`config.mk`:
```
export PLATFORM = sky130hd
export DESIGN_NAME = mux_test_sequencer
export DESIGN_NICKNAME = d
export VERILOG_FILES = /design/src/rtl/mux_test_pkg.sv /design/src/rtl/mux_golden_model.sv /design/src/rtl/mux_test_sequencer.sv
export SDC_FILE = /design/constraint.sdc
export NUM_CORES = 1
export LEC_CHECK = 0
export ABC_CLOCK_PERIOD_IN_PS = 1530
export CELL_PAD_IN_SITES_DETAIL_PLACEMENT = 2
export CELL_PAD_IN_SITES_GLOBAL_PLACEMENT = 2
export CORE_ASPECT_RATIO = 0.75
export CORE_MARGIN = 2
export CORE_UTILIZATION = 28
export DETAILED_ROUTE_END_ITERATION = 8
export PLACE_DENSITY_LB_ADDON = 0.12
export SETUP_SLACK_MARGIN = 0.05
export SLEW_MARGIN = 40
export SYNTH_ARGS = -nofsm -noshare
export SYNTH_HDL_FRONTEND = slang
export SYNTH_SLANG_ARGS = --single-unit
```
`constraint.sdc`:
```
create_clock -name clk -period 1.53 [get_ports clk]
set_input_delay 0.3825 -clock clk [delete_from_list [all_inputs] [get_ports clk]]
set_output_delay 0.3825 -clock clk [all_outputs]
set_load 0.005 [all_outputs]
```
`src/rtl/mux_test_pkg.sv`:
```
// Shared types and the golden select function for the mux self-test sequencer.
package mux_test_pkg;

  typedef enum logic [2:0] {
    IDLE,
    APPLY,
    SETTLE,
    CHECK,
    DONE
  } state_t;

  localparam int NUM_VECTORS = 8;

  // Reference behaviour of the gate network: c ? b : a
  function automatic logic golden_z(input logic a, input logic b, input logic c);
    return (a & ~c) | (c & b);
  endfunction

endpackage

```
`src/rtl/mux_golden_model.sv`:
```
// Combinational expected-z for the currently driven {a,b,c} vector.
module mux_golden_model
  import mux_test_pkg::*;
(
  input  logic i_a,
  input  logic i_b,
  input  logic i_c,
  output logic o_z
);

  assign o_z = golden_z(i_a, i_b, i_c);

endmodule

```
`src/rtl/mux_test_sequencer.sv`:
```
// Clocked sweep of all 8 {a,b,c} vectors through the select gate network with pass/fail tally.
// Optional first-failure capture port pair is enabled by defining FAIL_CAPTURE_EN.
module mux_test_sequencer
  import mux_test_pkg::*;
#(
  parameter int SETTLE_CYCLES = 1,
  parameter int CNT_W         = 4
) (
  input  logic             clk,
  input  logic             reset,
  input  logic             start,
  input  logic             z_in,
  output logic             a_out,
  output logic             b_out,
  output logic             c_out,
  output logic             busy,
  output logic             done,
  output logic             pass,
  output logic [CNT_W-1:0] pass_count,
  output logic [CNT_W-1:0] fail_count
`ifdef FAIL_CAPTURE_EN
  ,
  output logic             fail_valid,
  output logic [2:0]       fail_vec
`endif
);

  localparam int TMR_W = (SETTLE_CYCLES > 1) ? $clog2(SETTLE_CYCLES) : 1;
  localparam logic [TMR_W-1:0] SETTLE_LOAD =
    (SETTLE_CYCLES > 0) ? TMR_W'(SETTLE_CYCLES - 1) : '0;
  localparam logic [2:0] LAST_VEC = 3'(NUM_VECTORS - 1);

  state_t            r_state;
  logic [2:0]        r_vec;
  logic [TMR_W-1:0]  r_timer;
  logic              r_busy;
  logic              r_done;
  logic              r_pass;
  logic [CNT_W-1:0]  r_pass_cnt;
  logic [CNT_W-1:0]  r_fail_cnt;
`ifdef FAIL_CAPTURE_EN
  logic              r_fail_valid;
  logic [2:0]        r_fail_vec;
`endif

  logic              w_expected;
  logic              w_match;
  logic [CNT_W-1:0]  w_pass_inc;
  logic [CNT_W-1:0]  w_fail_inc;

  mux_golden_model u_golden (
    .i_a (r_vec[2]),
    .i_b (r_vec[1]),
    .i_c (r_vec[0]),
    .o_z (w_expected)
  );

  // Case equality so an X/Z from the network counts as a mismatch
  assign w_match    = (z_in === w_expected);
  assign w_pass_inc = (r_pass_cnt == '1) ? r_pass_cnt : r_pass_cnt + CNT_W'(1);
  assign w_fail_inc = (r_fail_cnt == '1) ? r_fail_cnt : r_fail_cnt + CNT_W'(1);

  always_ff @(posedge clk) begin
    if (reset) begin
      r_state    <= IDLE;
      r_vec      <= '0;
      r_timer    <= '0;
      r_busy     <= 1'b0;
      r_done     <= 1'b0;
      r_pass     <= 1'b0;
      r_pass_cnt <= '0;
      r_fail_cnt <= '0;
`ifdef FAIL_CAPTURE_EN
      r_fail_valid <= 1'b0;
      r_fail_vec   <= '0;
`endif
    end else begin
      case (r_state)
        IDLE, DONE: begin
          if (start) begin
            r_state    <= APPLY;
            r_vec      <= '0;
            r_busy     <= 1'b1;
            r_done     <= 1'b0;
            r_pass     <= 1'b0;
            r_pass_cnt <= '0;
            r_fail_cnt <= '0;
`ifdef FAIL_CAPTURE_EN
            r_fail_valid <= 1'b0;
            r_fail_vec   <= '0;
`endif
          end
        end
        APPLY: begin
          if (SETTLE_CYCLES > 0) begin
            r_state <= SETTLE;
            r_timer <= SETTLE_LOAD;
          end else begin
            r_state <= CHECK;
          end
        end
        SETTLE: begin
          if (r_timer == '0) begin
            r_state <= CHECK;
          end else begin
            r_timer <= r_timer - TMR_W'(1);
          end
        end
        CHECK: begin
          if (w_match) begin
            r_pass_cnt <= w_pass_inc;
          end else begin
            r_fail_cnt <= w_fail_inc;
          end
`ifdef FAIL_CAPTURE_EN
          if (!w_match && !r_fail_valid) begin
            r_fail_valid <= 1'b1;
            r_fail_vec   <= r_vec;
          end
`endif
          if (r_vec == LAST_VEC) begin
            // Vector stays on the outputs through DONE
            r_state <= DONE;
            r_busy  <= 1'b0;
            r_done  <= 1'b1;
            r_pass  <= w_match && (r_fail_cnt == '0);
          end else begin
            r_vec   <= r_vec + 3'd1;
            r_state <= APPLY;
          end
        end
        default: r_state <= IDLE;
      endcase
    end
  end

  assign a_out      = r_vec[2];
  assign b_out      = r_vec[1];
  assign c_out      = r_vec[0];
  assign busy       = r_busy;
  assign done       = r_done;
  assign pass       = r_pass;
  assign pass_count = r_pass_cnt;
  assign fail_count = r_fail_cnt;
`ifdef FAIL_CAPTURE_EN
  assign fail_valid = r_fail_valid;
  assign fail_vec   = r_fail_vec;
`endif

endmodule

```
# --- Word-level counts from Yosys, hierarchy flattened ---
# Index checks and enable logic that the tools add are counted.
op_classes:
  add_sub_neg: 4
  multipliers: 0
  n_div: 0
  order_cmp: 0
  n_eq_ne: 16
  shifts: 0
  muxes: 24
  bitwise_logic: 4
  n_reduce_logical: 11
op_table:
  columns: ["cell", "n"]
  rows:
  - ["$mux W4", 5]
  - ["$ne A2 B2 Y1 const B", 8]
  - ["$pmux W4 S2", 2]
  - ["$mux W3", 5]
  - ["$pmux W3 S4", 1]
  - ["$add A4 B1 Y4 const B", 2]
  - ["$eq A4 B4 Y1 const B", 2]
  - ["$pmux W1 S2", 4]
  - ["$reduce_and A4 Y1", 2]
  - ["$eq A3 B2 Y1 const B", 2]
  - ["$eq A3 B3 Y1 const B", 2]
  - ["$mux W1", 6]
  - ["$pmux W3 S2", 1]
  - ["$reduce_and A3 Y1", 2]
  - ["$logic_not A4 Y1", 1]
  - ["$reduce_bool A2 Y1", 2]
  - ["$add A3 B1 Y3 const B", 1]
  - ["$eq A3 B1 Y1 const B", 1]
  - ["$logic_not A3 Y1", 1]
  - ["$and A1 B1 Y1", 2]
  - ["$reduce_and A2 Y1", 1]
  - ["$reduce_or A2 Y1", 1]
  - ["$eqx A1 B1 Y1", 1]
  - ["$logic_and A1 B1 Y1", 1]
  - ["3 further kinds", 3]
word_totals:
  register_bits: 18
  latchBits: 0
  mem_bits_rw: 0
  mem_bits_ro: 0
  in_bits: 4
  out_inout_bits: 14
  word_cells: 67
  mem_count: 0

# --- Logic depth before layout (Yosys ltp) ---
depth:
  ltp_word: 7
  depth_mapped: 5
  ltp_nobuf: 5

# --- By module ---
# A second synthesis with hierarchy kept.
hier_totals:
  cells_unflattened: 101
  hier_area_um2: 903.4
modules_own_cells:
  columns: ["module", "n_inst", "cells_each", "area_per_inst_um2", "seq_area_each_um2"]
  rows:
  - ["mux_test_sequencer", 1, 100, 888.4, 340.3]
  - ["mux_golden_model", 1, 1, 15.0, 0.0]

# --- Worst setup path after synthesis ---
# OpenSTA, ideal clock, no wires.
synth_path:
  kind: "reg-to-reg"
  start: "register r_vec[0]"
  end: "register r_pass_cnt[0] (netlist: pass_count[0])"
  setup_time_ns: 0.121
  t_arrival_ns: 1.462
  required_ns: 1.409
  slack_ns: -0.054
  path_stages_with_launch: 5
  n_path_buf: 0
  synth_period_minus_slack_ns: 1.584
  cell_sequence: "dfxtp_1 -> mux2i_4 -> xnor2_4 -> a311oi_4 -> mux2_4"
synth_between:
  elab_chain_len: 6
  elab_cells_between_ends: 7
  cone_classes: "eq/ne (2); bitwise (4); reduce/logical (1)"
synth_rtl:
  columns: ["element", "line", "rtl"]
  rows:
  - ["from (decl)", "mux_test_sequencer.sv:34", "logic [2:0] r_vec;"]
  - ["from (signal assigned)", "mux_test_sequencer.sv:128", "r_vec <= r_vec + 3'd1;"]
  - ["$not A1 Y1", "mux_test_pkg.sv:16", "return (a & ~c) | (c & b);"]
  - ["$and A1 B1 Y1", "mux_test_pkg.sv:16", null]
  - ["$or A1 B1 Y1 *", "mux_test_pkg.sv:16", null]
  - ["$eqx A1 B1 Y1 *", "mux_test_sequencer.sv:59", "assign w_match = (z_in === w_expected);"]
  - ["$ne A2 B2 Y1 (no source line) *", null, null]
  - ["$reduce_and A4 Y1 (no source line) *", null, null]
  - ["to (signal assigned)", "mux_test_sequencer.sv:111", "r_pass_cnt <= w_pass_inc;"]
  - ["to (decl)", "mux_test_sequencer.sv:39", "logic [CNT_W-1:0] r_pass_cnt;"]
# Mark *: on every way between the ends. The rest lies on a longest branch, timed or not.
# A chain may end at the register's enable or synchronous reset.

# --- Worst setup path after layout ---
# Same ends and word-level chain as after synthesis.

==> impl_metrics.tcl <==
set metrics [dict create \
    wl_per_cell_um 15.1 \
    vias 869 \
    final.setup.tns_ps 0 \
    grtUsageTotal_pct 15.3 \
    maxCapViolations 0 \
    cts.sinks 17 \
    yosysTopAreaCellShare_pct 35.5 \
    vias_per_cell 4.88 \
    ys_async_sr_fraction_pct 0 \
    cts_hold_buffers 0 \
    reg2reg_slack_ps 2 \
    pre_cts_slack_ps -335 \
    worst_slew_pin_slew_ps 317 \
    setup.worst_path.start_class "flop" \
    h-tree-depth 1 \
    ys.flop_type "dfxtp_1" \
    layout-drive-gt1-share_pct 36.2 \
    setup_viol 0 \
    worstPathRequired_ps 1680 \
    first_pass_iters 4 \
    areaGrowthSynthToFinish_pct 49.0 \
    rsz0062_at_grt "yes" \
    path_clk_slew_ps 70 \
    hp-class "flop to flop" \
    whs_ps 458 \
    gp_congestion 0.654 \
    post-synth-top-area-cell "dfxtp_1" \
    clockBufferDepth 2 \
    yosys-top-cells-area "dfxtp_1 36%, ha_1 6.5%, mux2_1 5.9%" \
    die-area_um2 3910 \
    reg2reg_from "r_vec[0]" \
    slew_headroom_pct 78.9 \
    yosysSeqAreaShare_pct 35.5 \
    hp-start "pass" \
    nNetsFinal 148 \
    worst_slack_ps 1.62 \
    grt_first_pass_wirelength_mm 4.53 \
    final_cell_count_no_fill 178 \
    skew_ps 4.42 \
    grt_antenna_before_repair 0 \
    dp_cells 168 \
    ys_types 33 \
    ff2ff_path_depth 4 \
    dpl.hpwl_mm 1.95 \
    clockRootBuffer "clkbuf_8" \
    syn_inst 99 \
    syn_nets 108 \
    max_freq_ghz 0.654 \
    cts_buffers 3 \
    avgSynthCellArea_um2 9.68 \
    crit_arrival_ps 1670 \
    boundaryPins 18 \
    first_global_vias 972 \
    rows 18 \
    num_antenna_cells 0 \
    yosys_warnings 0 \
    drt_iter0_drc 21 \
    syn_area_um2 958 \
    fin_crit_ps 1530 \
    min_period_over_period_pct 99.9 \
    grt_max_degree 23 \
    run_status "finished clean" \
    setup.worst_path.class "flop to flop" \
    vdd_ir_drop_max_uv 533 \
    whs_endpoint "pass" \
    core-area_um2 3290 \
    cp_max_fo 5 \
    final_hold_viol_count 0 \
    die_width_um 71.6 \
    powerDensity_nw_per_um2 842 \
    fp.dieH_um 54.7 \
    r2r-end "pass_count[0]" \
    leakagePower_uw 0.000662 \
    insertion_delay_ps 250 \
    cp-end-kind "flop" \
    synth_edf_count 0 \
    ant_nets 0 \
    io_buffers 17 \
    wl_mm 2.70 \
    n_fill_cell 357 \
    synth-seq-cells 17 \
    tritoncts "built" \
    start_util_pct 29.1 \
    holdPathStages 2 \
    slew_violations 0 \
    grt_overflow 0 \
    drcViolationCount 0 \
]
[placed cells by master (no fill, tap or decap), types with 2 or more instances in the layout]
master	instances
buf_4	21
nor2_1	12
dlygate4sd2_1	12
nand2_1	9
dfxtp_2	7
nand3_1	6
nor3b_1	6
dfxtp_1	6
a21oi_1	5
mux2_1	4
ha_1	4
dfxtp_4	4
inv_1	3
clkbuf_8	3
clkdlybuf4s50_1	3
nand4b_1	2
nor3_1	2
mux2_4	2
mux2i_1	2
dlymetal6s2s_1	2
[state kept, by name, indices dropped and copies added, names as in the netlist]
| register | cells |
|---|---|
| fail_count | 4 |
| pass_count | 4 |
| r_state | 3 |
| r_vec | 3 |
| busy | 1 |
| done | 1 |
| pass | 1 |
[metrics by stage]
stage               util, %  cell area, µm²  total power, µW
finish                 43.4            1430             1200
global route           43.4            1430             1280
CTS                    42.5            1400             1200
detailed placement     39.3            1290              858
global placement       39.3            1290              847
floorplan                 -             960              715
[repair_timing]
item | 4_1_cts | 5_1_grt
endpoints found under the setup margin | 23 | 15
resized for setup | 27 | 8
setup buffers | 6 | 0
pin swaps | 1 | 1
[routing by layer]
layer	vias to the layer above	part of all wire [%]	GRT usage, %
met2	12	49	26.7
li1	428	-	-
met3	0	3.8	3.50
met5	-	0	0
met4	0	0	2.83
met1	429	47	19.9
[layout make-up]
type	instances	area (µm²)	share of cell area, %
multi-input combinational	75	619	43.4
sequential	17	364	25.5
timing repair buffer	39	338	23.7
tap	40	50.0	3.51
clock buffer	4	45.0	3.16
inverter	3	11.3	0.789
[cells by family after synthesis]
kind of cell,synth area share (%)
and+or+nand+nor,26.6
muxes,11.9
adders and majority gates,6.53
AOI/OAI and AO/OA,11.6
buffers and inverters,3.13
xor gates and xnor gates,4.70
DFF,35.5
[critical path: stages (launching register included)]
cell and delay (ps):
dfxtp_2 360, mux2i_4 310, xnor2_4 150, a311oi_4 270, mux2_4 330
[where the power goes]
group	leakage, µW	internal, µW	switching, µW	total [µW]
Sequential	0.000145	470	30.4	501
Combinational	0.000495	163	190	353
Clock	0.0000228	185	164	349
[synthesized netlist by cell type, types with 2 or more instances]
library cell   n
a21oi_1        5
buf_2          3
dfxtp_1       17
ha_1           5
inv_1          3
mux2_1         5
mux2i_1        2
nand2_1        9
nand3_1        7
nand4b_1       2
nor2_1        13
nor3_1         2
nor3b_1        6
[worst max-delay path by stage]
stage,start,endpoint,slack [ps],depth (start not counted)
final,r_vec[0],pass_count[0],2,4
after global routing,r_vec[0],pass_count[0],-60,4
after CTS,r_vec[0],pass_count[0],-8,4
after detailed placement,z_in,pass_count[0],-340,4
after global placement,z_in,pass_count[0],-310,4
after floorplan,r_vec[0],pass_count[0],30,4
(Power assumes the default switching activity.)
